### src/rtl/mac_v3.sv
// -----------------------------------------------------------------------------
// mac_v3 - parametrised multiply-accumulate engine
//
// Accumulates the products of a stream of operand pairs over a vector of up to
// N pairs. A vector ends on its Nth pair or early on in_last; the sum and the
// vector length are then presented for one cycle from registers.
//
// Build option:
//   MAC_V3_SIGNED_EN  defined -> operands and result are two's complement
//                     undefined -> operands and result are unsigned
//
// Parameters:
//   W   operand width (>= 2)
//   N   maximum pairs per vector (>= 2)
//   OW  result width, 2*W + clog2(N) (derived, do not override)
//   LW  length width, clog2(N+1)     (derived, do not override)
//
// Ports:
//   clk        in   rising-edge clock
//   rst        in   asynchronous active-high reset
//   in_valid   in   operand pair present this cycle
//   in_last    in   final pair of the vector (qualified by in_valid)
//   in1_IFM    in   operand A [W]
//   in2_IFM    in   operand B [W]
//   out_valid  out  one-cycle pulse, out/out_len updated
//   out        out  sum of products of the completed vector [OW]
//   out_len    out  number of pairs in the completed vector [LW]
// -----------------------------------------------------------------------------
module mac_v3 #(
   parameter  int W  = 4,
   parameter  int N  = 4,
   localparam int OW = 2*W + $clog2(N),
   localparam int LW = $clog2(N+1)
) (
   input  logic          clk,
   input  logic          rst,
   input  logic          in_valid,
   input  logic          in_last,
   input  logic [W-1:0]  in1_IFM,
   input  logic [W-1:0]  in2_IFM,
   output logic          out_valid,
   output logic [OW-1:0] out,
   output logic [LW-1:0] out_len
);

   typedef enum logic {IDLE, ACC} state_t;

   state_t          r_state,     w_state_nxt;
   logic [OW-1:0]   r_acc,       w_acc_nxt;
   logic [LW-1:0]   r_cnt,       w_cnt_nxt;
   logic            r_out_valid, w_out_valid_nxt;
   logic [OW-1:0]   r_out,       w_out_nxt;
   logic [LW-1:0]   r_out_len,   w_out_len_nxt;

   logic [2*W-1:0]  w_a_ext;
   logic [2*W-1:0]  w_b_ext;
   logic [2*W-1:0]  w_prod;
   logic [OW-1:0]   w_prod_ext;
   logic [OW-1:0]   w_sum;
   logic            w_term;

   // Operands are widened to 2W before multiplying; the low 2W bits of the
   // product of two sign-extended values equal the signed product, so one
   // unsigned multiplier serves both arithmetic modes.
`ifdef MAC_V3_SIGNED_EN
   assign w_a_ext    = {{W{in1_IFM[W-1]}}, in1_IFM};
   assign w_b_ext    = {{W{in2_IFM[W-1]}}, in2_IFM};
   assign w_prod     = w_a_ext * w_b_ext;
   assign w_prod_ext = {{(OW-2*W){w_prod[2*W-1]}}, w_prod};
`else
   assign w_a_ext    = {{W{1'b0}}, in1_IFM};
   assign w_b_ext    = {{W{1'b0}}, in2_IFM};
   assign w_prod     = w_a_ext * w_b_ext;
   assign w_prod_ext = {{(OW-2*W){1'b0}}, w_prod};
`endif

   assign w_sum  = r_acc + w_prod_ext;
   assign w_term = in_last || (r_cnt == LW'(N-1));

   always_ff @(posedge clk or posedge rst) begin
      if (rst) begin
         r_state     <= IDLE;
         r_acc       <= '0;
         r_cnt       <= '0;
         r_out_valid <= 1'b0;
         r_out       <= '0;
         r_out_len   <= '0;
      end else begin
         r_state     <= w_state_nxt;
         r_acc       <= w_acc_nxt;
         r_cnt       <= w_cnt_nxt;
         r_out_valid <= w_out_valid_nxt;
         r_out       <= w_out_nxt;
         r_out_len   <= w_out_len_nxt;
      end
   end

   always_comb begin
      w_state_nxt     = r_state;
      w_acc_nxt       = r_acc;
      w_cnt_nxt       = r_cnt;
      w_out_valid_nxt = 1'b0;
      w_out_nxt       = r_out;
      w_out_len_nxt   = r_out_len;
      if (in_valid) begin
         if (w_term) begin
            w_out_nxt       = w_sum;
            w_out_len_nxt   = r_cnt + LW'(1);
            w_out_valid_nxt = 1'b1;
            w_acc_nxt       = '0;
            w_cnt_nxt       = '0;
            w_state_nxt     = IDLE;
         end else begin
            w_acc_nxt       = w_sum;
            w_cnt_nxt       = r_cnt + LW'(1);
            w_state_nxt     = ACC;
         end
      end
   end

   assign out_valid = r_out_valid;
   assign out       = r_out;
   assign out_len   = r_out_len;

endmodule

### config.mk
export PLATFORM = sky130hd
export DESIGN_NAME = mac_v3
export DESIGN_NICKNAME = d
export VERILOG_FILES = /design/src/rtl/mac_v3.sv
export SDC_FILE = /design/constraint.sdc
export NUM_CORES = 1
export LEC_CHECK = 0
export CORE_MARGIN = 2
export CORE_UTILIZATION = 55
export CTS_CLUSTER_SIZE = 20
export DETAILED_ROUTE_END_ITERATION = 8
export PLACE_DENSITY = 0.93
export SLEW_MARGIN = 20
export SYNTH_ARGS = -nofsm -noshare
export SYNTH_HDL_FRONTEND = slang
export SYNTH_SLANG_ARGS = --single-unit
### constraint.sdc
create_clock -name clk -period 3.93 [get_ports clk]
set_input_delay 0.5895 -clock clk [delete_from_list [all_inputs] [get_ports clk]]
set_output_delay 0.5895 -clock clk [all_outputs]
set_load 0.05 [all_outputs]
=== Yosys cells after proc, flatten, opt, wreduce, memory -nomap -nowiden ===
Cells that the tools add are included.

* Register bits after elaboration: 27
* Input bits: 12
* Output and inout port bits: 14
* Logic and storage cells: 15

* Add/sub/neg operators: 2
* Multipliers: 1
* Equality and inequality tests: 1
* Mux-type cells: 4
* Reduce and logical (&&, ||, !) cells: 2

{| class="wikitable"
|+ Operators with widths
! cell !! number
|-
| adder 10 x 8 -> 10 bit || 1
|-
| 2-to-1 mux 10 bit || 1
|-
| multiplier 4 x 4 -> 8 bit || 1
|-
| adder 3 x 1 -> 3 bit (second input constant) || 1
|-
| equality test 3 x 2 -> 1 bit (second input constant) || 1
|-
| 2-to-1 mux 3 bit || 1
|-
| 2-to-1 mux 1 bit || 2
|-
| AND reduction 2 bit || 1
|-
| logical OR 1 bit || 1
|}

=== Logic depth before layout (Yosys ltp) ===
* Word-level depth: 4
* Gate-level depth with buffers: 13

=== Least setup slack after synthesis ===
Ideal clock, no wire load.

* Path type: input -> register
* Start: input port in1_IFM[0]
* End: register r_acc[7]
* Setup time: 0.096 ns
* Data arrival time: 3.511 ns
* Data required time: 3.834 ns
* Path slack: 0.324 ns
* Stages on the path: 11
* Path through: nand2_1 > fa_1 > fa_1 > fa_1 > inv_1 > ha_1 > nor2b_1 > o31a_1 > o21a_1 > o21a_1 > o32ai_2

* Word-level cells in the longest chain between the ends: 3

{| class="wikitable"
|+ Ends and longest elaborated chain
! element !! RTL line !! source
|-
| start: declaration || 39 || <nowiki>input logic [W-1:0] in1_IFM,</nowiki>
|-
| multiplier 4 x 4 -> 8 bit || 73 || <nowiki>assign w_prod = w_a_ext * w_b_ext;</nowiki>
|-
| adder 10 x 8 -> 10 bit || 77 || <nowiki>assign w_sum = r_acc + w_prod_ext;</nowiki>
|-
| 2-to-1 mux 10 bit || 106 || <nowiki>if (w_term) begin</nowiki>
|-
| end signal: assignment || 90 || <nowiki>r_acc <= w_acc_nxt;</nowiki>
|-
| end: declaration || 49 || <nowiki>logic [OW-1:0] r_acc, w_acc_nxt;</nowiki>
|}

No other way between the ends.
A chain may end at the register's enable or synchronous reset.

=== Worst setup path after layout ===
* Start: input port in1_IFM[2]
* End: register r_acc[7]

The elaborated chain is that of the path after synthesis.

==> impl_metrics.yaml <==
logic_synthesis:
  avgSynthCellArea_sq_um: 9.89
  synth_nets: 220
  syn_inst: 179
  synth_ff_type: "dfrtp_1"
  synth_seq_cells: 27
  syn_area_sq_um: 1770
  synth_cell_types: 28
  ys_seq_area_frac: 0.382
  synth_edf_count: 0
  yosys_warnings: 0
  async_reset_ff_frac: 1.00
timing:
  setup-tns-final_ns: 0
  finalMaxSlewViolations: 0
  finalSetupViolations: 0
  min_period_over_period: 0.972
  hold_violations: 0
  layout_min_cycle_time_ns: 3.82
  final.setup_skew_ns: 0.0137
  tightest_slew_ns: 0.952
  fmax_mhz: 262
  timing.slew.headroom: 0.361
  rsz0062_at_grt: "no"
floorplanning:
  dieArea_sq_um: 3690
  die_y_um: 60.7
  ios: 26
  core_sq_um: 3050
  die_x_um: 60.7
  start_util: 0.580
  core.rowCount: 20
clocking:
  cts_root_buffer: "clkbuf_4"
  ctsHoldBuffers: 0
  clk-insertion-delay-late_ns: 0.34
  clock_path_buffers: 2
  htreeDepth: 1
  postCtsSetupRepairBufs: 0
  clkSlewWorstSetupHoldPaths_ns: 0.16
  cts_tree: "done"
  cts_sinks: 27
  numCtsBuffers: 3
  post_cts_resized: 0
placement:
  dp.cells: 257
  place_area_sq_um: 2150
  port-buffer-count: 25
  place_congestion: 0.818
  dp_hpwl_mm: 2.63
route:
  detail_route.iter0.violations: 51
  routed_wl_mm: 3.51
  drcViolationCount: 0
  wl_per_cell_um: 13.5
  vias_per_cell: 5.34
  vias: 1395
  ant_nets: 0
  dr.pass1.iters: 6
run:
  maxCapViolCount: 0
grt:
  antenna_found_initial: 0
  grt_pass1_wl_mm: 5.78
  grt_start_max_net_pins: 28
  grt-ovfl-total: 0
  first_global_vias: 1339
  track_usage: 0.211
final_layout:
  drive_gt1_frac: 0.120
  fill_cells: 236
  area_growth_pct: 24.9
  n_antenna_cell: 0
  fin_util: 0.724
  fin_area_sq_um: 2210
  fin_cells: 261
  nets: 259
pwr:
  total_power_mw: 1.32
  vdd_ir_drop_max_uv: 369
  power_density_nw_per_um2: 595
  leakage_nw: 1.07
worst_setup_path:
  endpoint: "r_acc[7]"
  crit_family: "adder cells"
  reg2reg_depth: 8
  r2r_setup_slack_ns: 1.41
  rr_endpoint: "r_acc[9]"
  slowest_delay_ns: 0.57
  crit_slowest_cell: "fa_1"
  crit_required_ns: 4.18
  start_kind: "input pin"
  crit_type: "input pin to flip-flop"
  critPathLaunch: "in1_IFM[2]"
  worst_ep_arrival_time_ns: 4.07
  path_cells: "clkdlybuf4s50_1 > nand2_1 > fa_1 > fa_1 > fa_1 > inv_1 > ha_4 > nor2b_1 > o31a_1 > o21a_1 > o21a_1 > o32ai_2"
  crit_buf_inv: 2
  path_depth: 12
  crit_top_cell: "fa_1"
  worst_r2r_startpoint: "r_acc[2]"
  cp_max_fo: 4
  worst_setup_path_end_kind: "flip-flop"
min_path:
  hold_path.class: "flip-flop to flip-flop"
  holdPathStages: 2
status:
  outcome: "finished clean"
## placed cells by master, fill, tap and decap left out, types with 5 or more instances in the layout
master	n
xor2_1	5
buf_4	12
dfrtp_1	27
o21ai_0	15
nor2_1	5
fa_1	9
nand2_1	22
clkdlybuf4s50_1	25
ha_1	19
o22ai_1	6
inv_1	27
and2_1	13
## worst min-delay path by stage
stage / from / endpoint / slack [ns]
after floorplan: r_acc[9] / r_acc[9] / 0.46
after global placement: out[3] / out[3] / 0.46
after detailed placement: out[2] / out[2] / 0.47
after CTS: out[2] / out[2] / 0.51
after global routing: r_acc[9] / r_acc[9] / 0.53
final: out[2] / out[2] / 0.50
## per-layer routing
layer  track usage  vias up  share of wire  wire length (um)
li1              -      671              -                 -
met1         0.290      686           0.46              1630
met2         0.338       28           0.48              1680
met3        0.0469       10          0.032               111
met4        0.0652        0          0.026                92
met5             0        -              0                 0
## layout make-up
type / count / area [sq um] / area share
flip-flops and latches: 27 / 676 / 0.306
inverters: 28 / 105 / 0.0475
clock buffers: 3 / 22.5 / 0.0102
multi-input cells: 121 / 1010 / 0.456
well taps: 44 / 55.1 / 0.0249
clock inverters: 1 / 5.00 / 0.00226
repair buffers: 37 / 340 / 0.154
## flip-flops by register name (all words and copies together) (netlist names)
name,count
r_cnt,3
r_acc,10
out_valid,1
out,10
out_len,3
## where the power goes
group          total (mW)  switching [mW]  internal (mW)
sequential          0.405          0.0456          0.359
clock               0.127          0.0888         0.0384
combinational       0.784           0.459          0.325
total                1.32           0.593          0.723
## logic make-up (layout without fill, tap and decap cells)
kind of cell,count (synthesis),count (layout),share of synthesized area
compound gates,39,39,0.140
xor+xnor,5,5,0.0247
fa+ha+maj,29,29,0.243
buf+inv,31,69,0.0657
flops,27,27,0.382
mux,5,5,0.0311
simple gates,43,43,0.114
## cell usage after synthesis (all sizes together), types with 3 or more instances
master | n | share of area
nor2 | 5 | 0.011
nand2 | 22 | 0.047
o21a | 3 | 0.013
inv | 28 | 0.059
and2 | 13 | 0.046
clkbuf | 3 | 0.0064
mux2 | 4 | 0.025
a21oi | 4 | 0.011
xor2 | 5 | 0.025
dfrtp | 27 | 0.38
o21ai | 16 | 0.045
ha | 20 | 0.14
o22ai | 6 | 0.021
fa | 9 | 0.10
## through the flow
step	hold WS, ns	setup WS (ns)
global route	0.534	0.00928
global placement	0.460	-0.232
finish	0.502	0.109
floorplan	0.464	0.324
CTS	0.508	0.0514
detailed placement	0.475	-0.302
## worst register-to-register path, stage by stage (launching register included)
cell and delay (ns):
dfrtp_1 0.44, fa_1 0.57, inv_1 0.07, fa_1 0.47, nor2b_1 0.19, o31a_1 0.21, o221ai_2 0.15, o21ba_2 0.21
a31oi_1 0.14
Power figures use the tool's default switching activity.
